File: config.mk
export PLATFORM = sky130hd
export DESIGN_NAME = name_seg_encoder_flat
export DESIGN_NICKNAME = d
export VERILOG_FILES = /design/src/rtl/name_seg_encoder_if.sv /design/src/rtl/name_seg_encoder.sv /design/src/flat_wrapper.sv
export SDC_FILE = /design/constraint.sdc
export NUM_CORES = 1
export LEC_CHECK = 0
export ABC_AREA = 1
export BUFFER_PORTS_ARGS = -buffer_cell sky130_fd_sc_hd__buf_2
export CORE_MARGIN = 1.5
export CORE_UTILIZATION = 40
export CTS_CLUSTER_SIZE = 20
export DETAILED_ROUTE_END_ITERATION = 8
export RECOVER_POWER = 50
export SYNTH_ARGS = -nofsm -noshare
export SYNTH_HDL_FRONTEND = slang
export SYNTH_SLANG_ARGS = --single-unit
export TNS_END_PERCENT = 30
File: constraint.sdc
create_clock -name clk -period 1.95 [get_ports clk]
set_input_delay 0.195 -clock clk [delete_from_list [all_inputs] [get_ports clk]]
set_output_delay 0.195 -clock clk [all_outputs]
set_load 0.01 [all_outputs]
File: src/rtl/name_seg_encoder_if.sv
// rtl/name_seg_encoder_if.sv - segment pattern input and encoded result bus
interface name_seg_encoder_if;
    logic [6:0] seg_in;
    logic       seg_stb;
    logic [3:0] code;
    logic       code_valid;
    logic       code_err;
    logic       blank;
    logic       locked;
    logic [7:0] err_cnt;

    modport master (
        output seg_in, seg_stb,
        input  code, code_valid, code_err, blank, locked, err_cnt
    );

    modport slave (
        input  seg_in, seg_stb,
        output code, code_valid, code_err, blank, locked, err_cnt
    );
endinterface

File: src/rtl/name_seg_encoder.sv
// rtl/name_seg_encoder.sv - debounced 7-segment pattern to name-character code encoder
module name_seg_encoder #(
    parameter int STABLE_CNT = 4
) (
    input  logic               clk,
    input  logic               rst,
    name_seg_encoder_if.slave  bus
);
    localparam logic [3:0] STABLE = 4'(STABLE_CNT);

    typedef enum logic {SEARCH, LOCKED} state_t;

    state_t     state_q, state_d;
    logic [6:0] last_pat_q, last_pat_d;
    logic [3:0] stab_cnt_q, stab_cnt_d;
    logic [3:0] code_q, code_d;
    logic       code_valid_q, code_valid_d;
    logic       code_err_q, code_err_d;
    logic       blank_q, blank_d;
    logic [7:0] err_cnt_q, err_cnt_d;

    logic       same;
    logic       accept;
    logic [3:0] new_cnt;
    logic [3:0] lut_code;
    logic       lut_err;
    logic       lut_blank;

    // Patterns are active-low: a cleared bit lights the segment.
    always_comb begin
        lut_code  = 4'hE;
        lut_err   = 1'b0;
        lut_blank = 1'b0;
        case (bus.seg_in)
            7'h41:   lut_code = 4'd0;
            7'h06:   lut_code = 4'd1;
            7'h4E:   lut_code = 4'd2;
            7'h10:   lut_code = 4'd3;
            7'h08:   lut_code = 4'd4;
            7'h12:   lut_code = 4'd5;
            7'h79:   lut_code = 4'd6;
            7'h48:   lut_code = 4'd7;
            7'h40:   lut_code = 4'd8;
            7'h7F: begin
                lut_code  = 4'hF;
                lut_blank = 1'b1;
            end
            default: lut_err = 1'b1;
        endcase
    end

    always_comb begin
        same = (bus.seg_in == last_pat_q);
        if (!same)
            new_cnt = 4'd1;
        else if (stab_cnt_q >= STABLE)
            new_cnt = STABLE;
        else
            new_cnt = stab_cnt_q + 4'd1;
    end

    always_comb begin
        state_d      = state_q;
        last_pat_d   = last_pat_q;
        stab_cnt_d   = stab_cnt_q;
        code_d       = code_q;
        code_err_d   = code_err_q;
        blank_d      = blank_q;
        err_cnt_d    = err_cnt_q;
        code_valid_d = 1'b0;
        accept       = 1'b0;

        if (bus.seg_stb) begin
            last_pat_d = bus.seg_in;
            stab_cnt_d = new_cnt;
            case (state_q)
                SEARCH: begin
                    if (new_cnt == STABLE) begin
                        accept  = 1'b1;
                        state_d = LOCKED;
                    end
                end
                LOCKED: begin
                    // A new pattern restarts the count; with a threshold of one it is already stable.
                    if (!same) begin
                        if (STABLE == 4'd1)
                            accept = 1'b1;
                        else
                            state_d = SEARCH;
                    end
                end
                default: state_d = SEARCH;
            endcase
        end

        if (accept) begin
            code_valid_d = 1'b1;
            code_d       = lut_code;
            code_err_d   = lut_err;
            blank_d      = lut_blank;
            if (lut_err && err_cnt_q != 8'hFF)
                err_cnt_d = err_cnt_q + 8'd1;
        end
    end

    always_ff @(posedge clk or posedge rst) begin
        if (rst) begin
            state_q      <= SEARCH;
            last_pat_q   <= 7'h7F;
            stab_cnt_q   <= 4'd0;
            code_q       <= 4'd0;
            code_valid_q <= 1'b0;
            code_err_q   <= 1'b0;
            blank_q      <= 1'b0;
            err_cnt_q    <= 8'd0;
        end else begin
            state_q      <= state_d;
            last_pat_q   <= last_pat_d;
            stab_cnt_q   <= stab_cnt_d;
            code_q       <= code_d;
            code_valid_q <= code_valid_d;
            code_err_q   <= code_err_d;
            blank_q      <= blank_d;
            err_cnt_q    <= err_cnt_d;
        end
    end

    assign bus.code       = code_q;
    assign bus.code_valid = code_valid_q;
    assign bus.code_err   = code_err_q;
    assign bus.blank      = blank_q;
    assign bus.locked     = (state_q == LOCKED);
    assign bus.err_cnt    = err_cnt_q;
endmodule

File: src/flat_wrapper.sv
// flat-port wrapper written by rule: the top's interface ports become plain ports
module name_seg_encoder_flat 
#(
    parameter int STABLE_CNT = 4
)
  (clk, rst, bus_seg_in, bus_seg_stb, bus_code, bus_code_valid, bus_code_err, bus_blank, bus_locked, bus_err_cnt);
  name_seg_encoder_if bus_i ();
  input  logic clk;
  input  logic rst;
  input wire logic [$bits(bus_i.seg_in)-1:0] bus_seg_in;
  input wire logic [$bits(bus_i.seg_stb)-1:0] bus_seg_stb;
  output wire logic [$bits(bus_i.code)-1:0] bus_code;
  output wire logic [$bits(bus_i.code_valid)-1:0] bus_code_valid;
  output wire logic [$bits(bus_i.code_err)-1:0] bus_code_err;
  output wire logic [$bits(bus_i.blank)-1:0] bus_blank;
  output wire logic [$bits(bus_i.locked)-1:0] bus_locked;
  output wire logic [$bits(bus_i.err_cnt)-1:0] bus_err_cnt;
  assign bus_i.seg_in = bus_seg_in;
  assign bus_i.seg_stb = bus_seg_stb;
  assign bus_code = bus_i.code;
  assign bus_code_valid = bus_i.code_valid;
  assign bus_code_err = bus_i.code_err;
  assign bus_blank = bus_i.blank;
  assign bus_locked = bus_i.locked;
  assign bus_err_cnt = bus_i.err_cnt;
  name_seg_encoder #(.STABLE_CNT(STABLE_CNT)) u_core (.clk(clk), .rst(rst), .bus(bus_i));
endmodule
==> impl_metrics.py <==
metrics = {
    "synth": {
        "yosysMostFrequentCell": "nand2_1",
        "synth_enable_flop_cells": 0,
        "synth_top_area_share_pct": 29.56,
        "synth_flop_cell": "dfrtp_1",
        "synth_nets": 236,
        "avgSynthCellArea_um2": 7.557,
        "postSynth.asyncResetShare_pct": 100.0,
        "syn_area_mm2": 0.001693,
        "synth_cell_types": 34,
        "synth-seq-cells": 27,
        "ys_seq_area_share_pct": 40.43,
        "yosys-top-cells-area": "dfrtp_1, nand2_1, dfstp_2",
        "yosys-top-cells-count": "nand2_1, inv_1, nor2_1",
        "netlist_instances": 224,
        "synth_largest_area_cell": "dfrtp_1",
        "ys_warn_count": 0,
    },
    "worst_setup_path": {
        "end_kind": "flip-flop",
        "crit_buf_inv": 1,
        "crit_required_ns": 2.12,
        "crit_fanout": 8,
        "cpMaxStageDelayCell": "dfstp_2",
        "crit_type": "reg2reg",
        "cp_cell_sequence": "inv_1, nand2_1, nand2_1, nor2_1, nand2_2, nor2_8, nand3_2, nor2_8, nand3_1, nand2_1, nand2_1",
        "cp.arrival_ns": 1.91,
        "critPathTopFamily": "simple AND/OR/NAND/NOR gates",
        "cpMostUsedCell": "nand2_1",
        "slowest_delay_ns": 0.54,
        "startpoint_type": "flip-flop",
    },
    "grt": {
        "grt_pass1_wl_mm": 5.975,
        "grt_usage_pct": 16.71,
        "use_met3_pct": 2.796,
        "grt_most_used_layer": "met2",
        "antenna_found_initial": 0,
        "grt_max_degree": 28,
        "use_met1_pct": 23.41,
        "grt_pass1_vias": 1341,
        "grt_overflow": 0,
        "grtUsageMet2_pct": 27.06,
    },
    "route": {
        "avgViaCountPerCell": 4.805,
        "first_pass_iters": 4,
        "wl_mm": 3.375,
        "via_count": 1456,
        "wire_per_inst_um": 11.14,
        "drc": 0,
        "drt_iter0_drc": 60,
        "ant_nets": 0,
    },
    "floorplan": {
        "ios": 26,
        "std_cell_rows": 23,
        "dieArea_mm2": 0.004631,
        "die_y_um": 68.06,
        "coreArea_mm2": 0.004029,
        "start_util_pct": 42.02,
        "dieWidth_um": 68.06,
    },
    "clocking": {
        "post-cts-setup-buffers": 0,
        "ctsResizeCount": 0,
        "clockBufferDepth": 2,
        "cts_tree": "built",
        "h-tree-depth": 1,
        "cts_sinks": 27,
        "numCtsBuffers": 3,
        "hold_buffers": 1,
        "clk_pin_slew_ns": 0.10,
        "clock_latency_ns": 0.27,
        "cts-root-buf": "clkbuf_8",
    },
    "sta": {
        "tns_ns": 0,
        "finalSetupViolCount": 0,
        "whs_ns": 0.1789,
        "relSlewSlack_pct": 53.72,
        "period_share_pct": 89.47,
        "tightest_slew_ns": 0.6942,
        "layout_setup_ws_ns": 0.2053,
        "fin_crit_ns": 1.745,
        "rsz0062_at_grt": "false",
        "clock_skew_ns": 0.005676,
        "maxSlewViolCount": 0,
        "fmax_ghz": 0.5732,
        "hold_violations": 0,
    },
    "status": {
        "outcome": "completed",
    },
    "power_and_ir_drop": {
        "p_leak_nw": 1.098,
        "peakVddDrop_uv": 298.4,
        "power_density_mw_per_mm2": 538.0,
    },
    "cells_and_area": {
        "n_antenna_cell": 0,
        "stdcell_area_mm2": 0.001929,
        "fin_util_pct": 47.89,
        "syn2layout_area_growth_pct": 13.97,
        "drive_gt1_share_pct": 25.30,
        "fillers": 433,
        "final_nets": 266,
    },
    "placement": {
        "dpl.hpwl_mm": 2.556,
        "port_buffers": 25,
        "place.gp.congestion": 0.8685,
        "dp_slack_ns": 0.2014,
        "placed_cell_area_mm2": 0.001876,
    },
    "job": {
        "drv_cap": 0,
    },
    "hold_path": {
        "hold_path_class": "in2reg",
    },
}
[cells in the final DEF (no fill, tap or decap), drive strengths merged, types with 2 or more instances in the layout]
| cell | n |
|---|---|
| ha | 2 |
| buf | 26 |
| dfrtp | 20 |
| nand2 | 80 |
| nor2 | 29 |
| nand4 | 7 |
| clkbuf | 4 |
| inv | 30 |
| o21ai | 12 |
| nor3 | 5 |
| a31oi | 2 |
| dfstp | 7 |
| nand3 | 19 |
| xnor2 | 2 |
[per-layer routing]
layer | up-vias | wire [µm]
li1 | 770 | -
met1 | 670 | 1727
met2 | 14 | 1531
met3 | 2 | 89
met4 | 0 | 27
met5 | - | 0
[where the power goes]
group | internal, W | switching (W) | leakage (nW)
clock | 0.000143 | 0.000180 | 0.0255
sequential | 0.000581 | 0.00000747 | 0.347
combinational | 0.0000395 | 0.0000870 | 0.726
[sequential cells by signal (all words and copies together), names as in the netlist]
register / flops
u_core.bus.code_valid: 1
u_core.bus.code_err: 1
u_core.last_pat_q: 7
u_core.bus.blank: 1
u_core.stab_cnt_q: 4
u_core.bus.err_cnt: 8
u_core.bus.code: 4
u_core.bus.locked: 1
[worst min-delay path, cell delays in order]
cell and delay (ns):
buf_2 0.13, nand2_1 0.06, o21ai_0 0.07
[through the flow]
stage | power [W] | std cells
after floorplan | 0.0006895 | 224
after global placement | 0.0007262 | 298
after detailed placement | 0.0007284 | 298
after CTS | 0.001055 | 303
after global routing | 0.001094 | 303
final | 0.001038 | 303
[final cells by class]
cell class | instances | area (µm²) | area share (%)
multi-input combinational | 164 | 873.3 | 45.27
clock buffer | 3 | 41.29 | 2.140
clock inverter | 1 | 5.005 | 0.2594
timing repair buffer | 28 | 147.6 | 7.652
tap | 50 | 62.56 | 3.243
inverter | 30 | 115.1 | 5.966
sequential | 27 | 684.4 | 35.47
[worst paths after layout]
| check | startpoint | depth (start not counted) | to | slack (ns) |
|---|---|---|---|---|
| worst min-delay path | bus_seg_in[6] | 3 | u_core.last_pat_q[6] | 0.18 |
| worst min register to register | u_core.bus.code[3] | 2 | u_core.bus.code[3] | 0.48 |
| worst max register to register | u_core.last_pat_q[0] | 11 | u_core.bus.err_cnt[4] | 0.21 |
| max in group asynchronous | rst | 4 | u_core.bus.err_cnt[6] | 0.86 |
| worst max-delay path | u_core.last_pat_q[0] | 11 | u_core.bus.err_cnt[4] | 0.21 |
| min in group asynchronous | rst | 4 | u_core.bus.locked | 0.64 |
[kinds of logic after synthesis]
logic type                 count (synthesis)  synth area share [%]
buffers and inverters                     33                 7.982
AOI/OAI and AO/OA                         15                 5.247
and+or+nand+nor                          144                 42.87
adders and majority gates                  2                 1.478
DFF                                       27                 40.43
xor gates and xnor gates                   3                 1.996
Power figures use the tool's default switching activity.
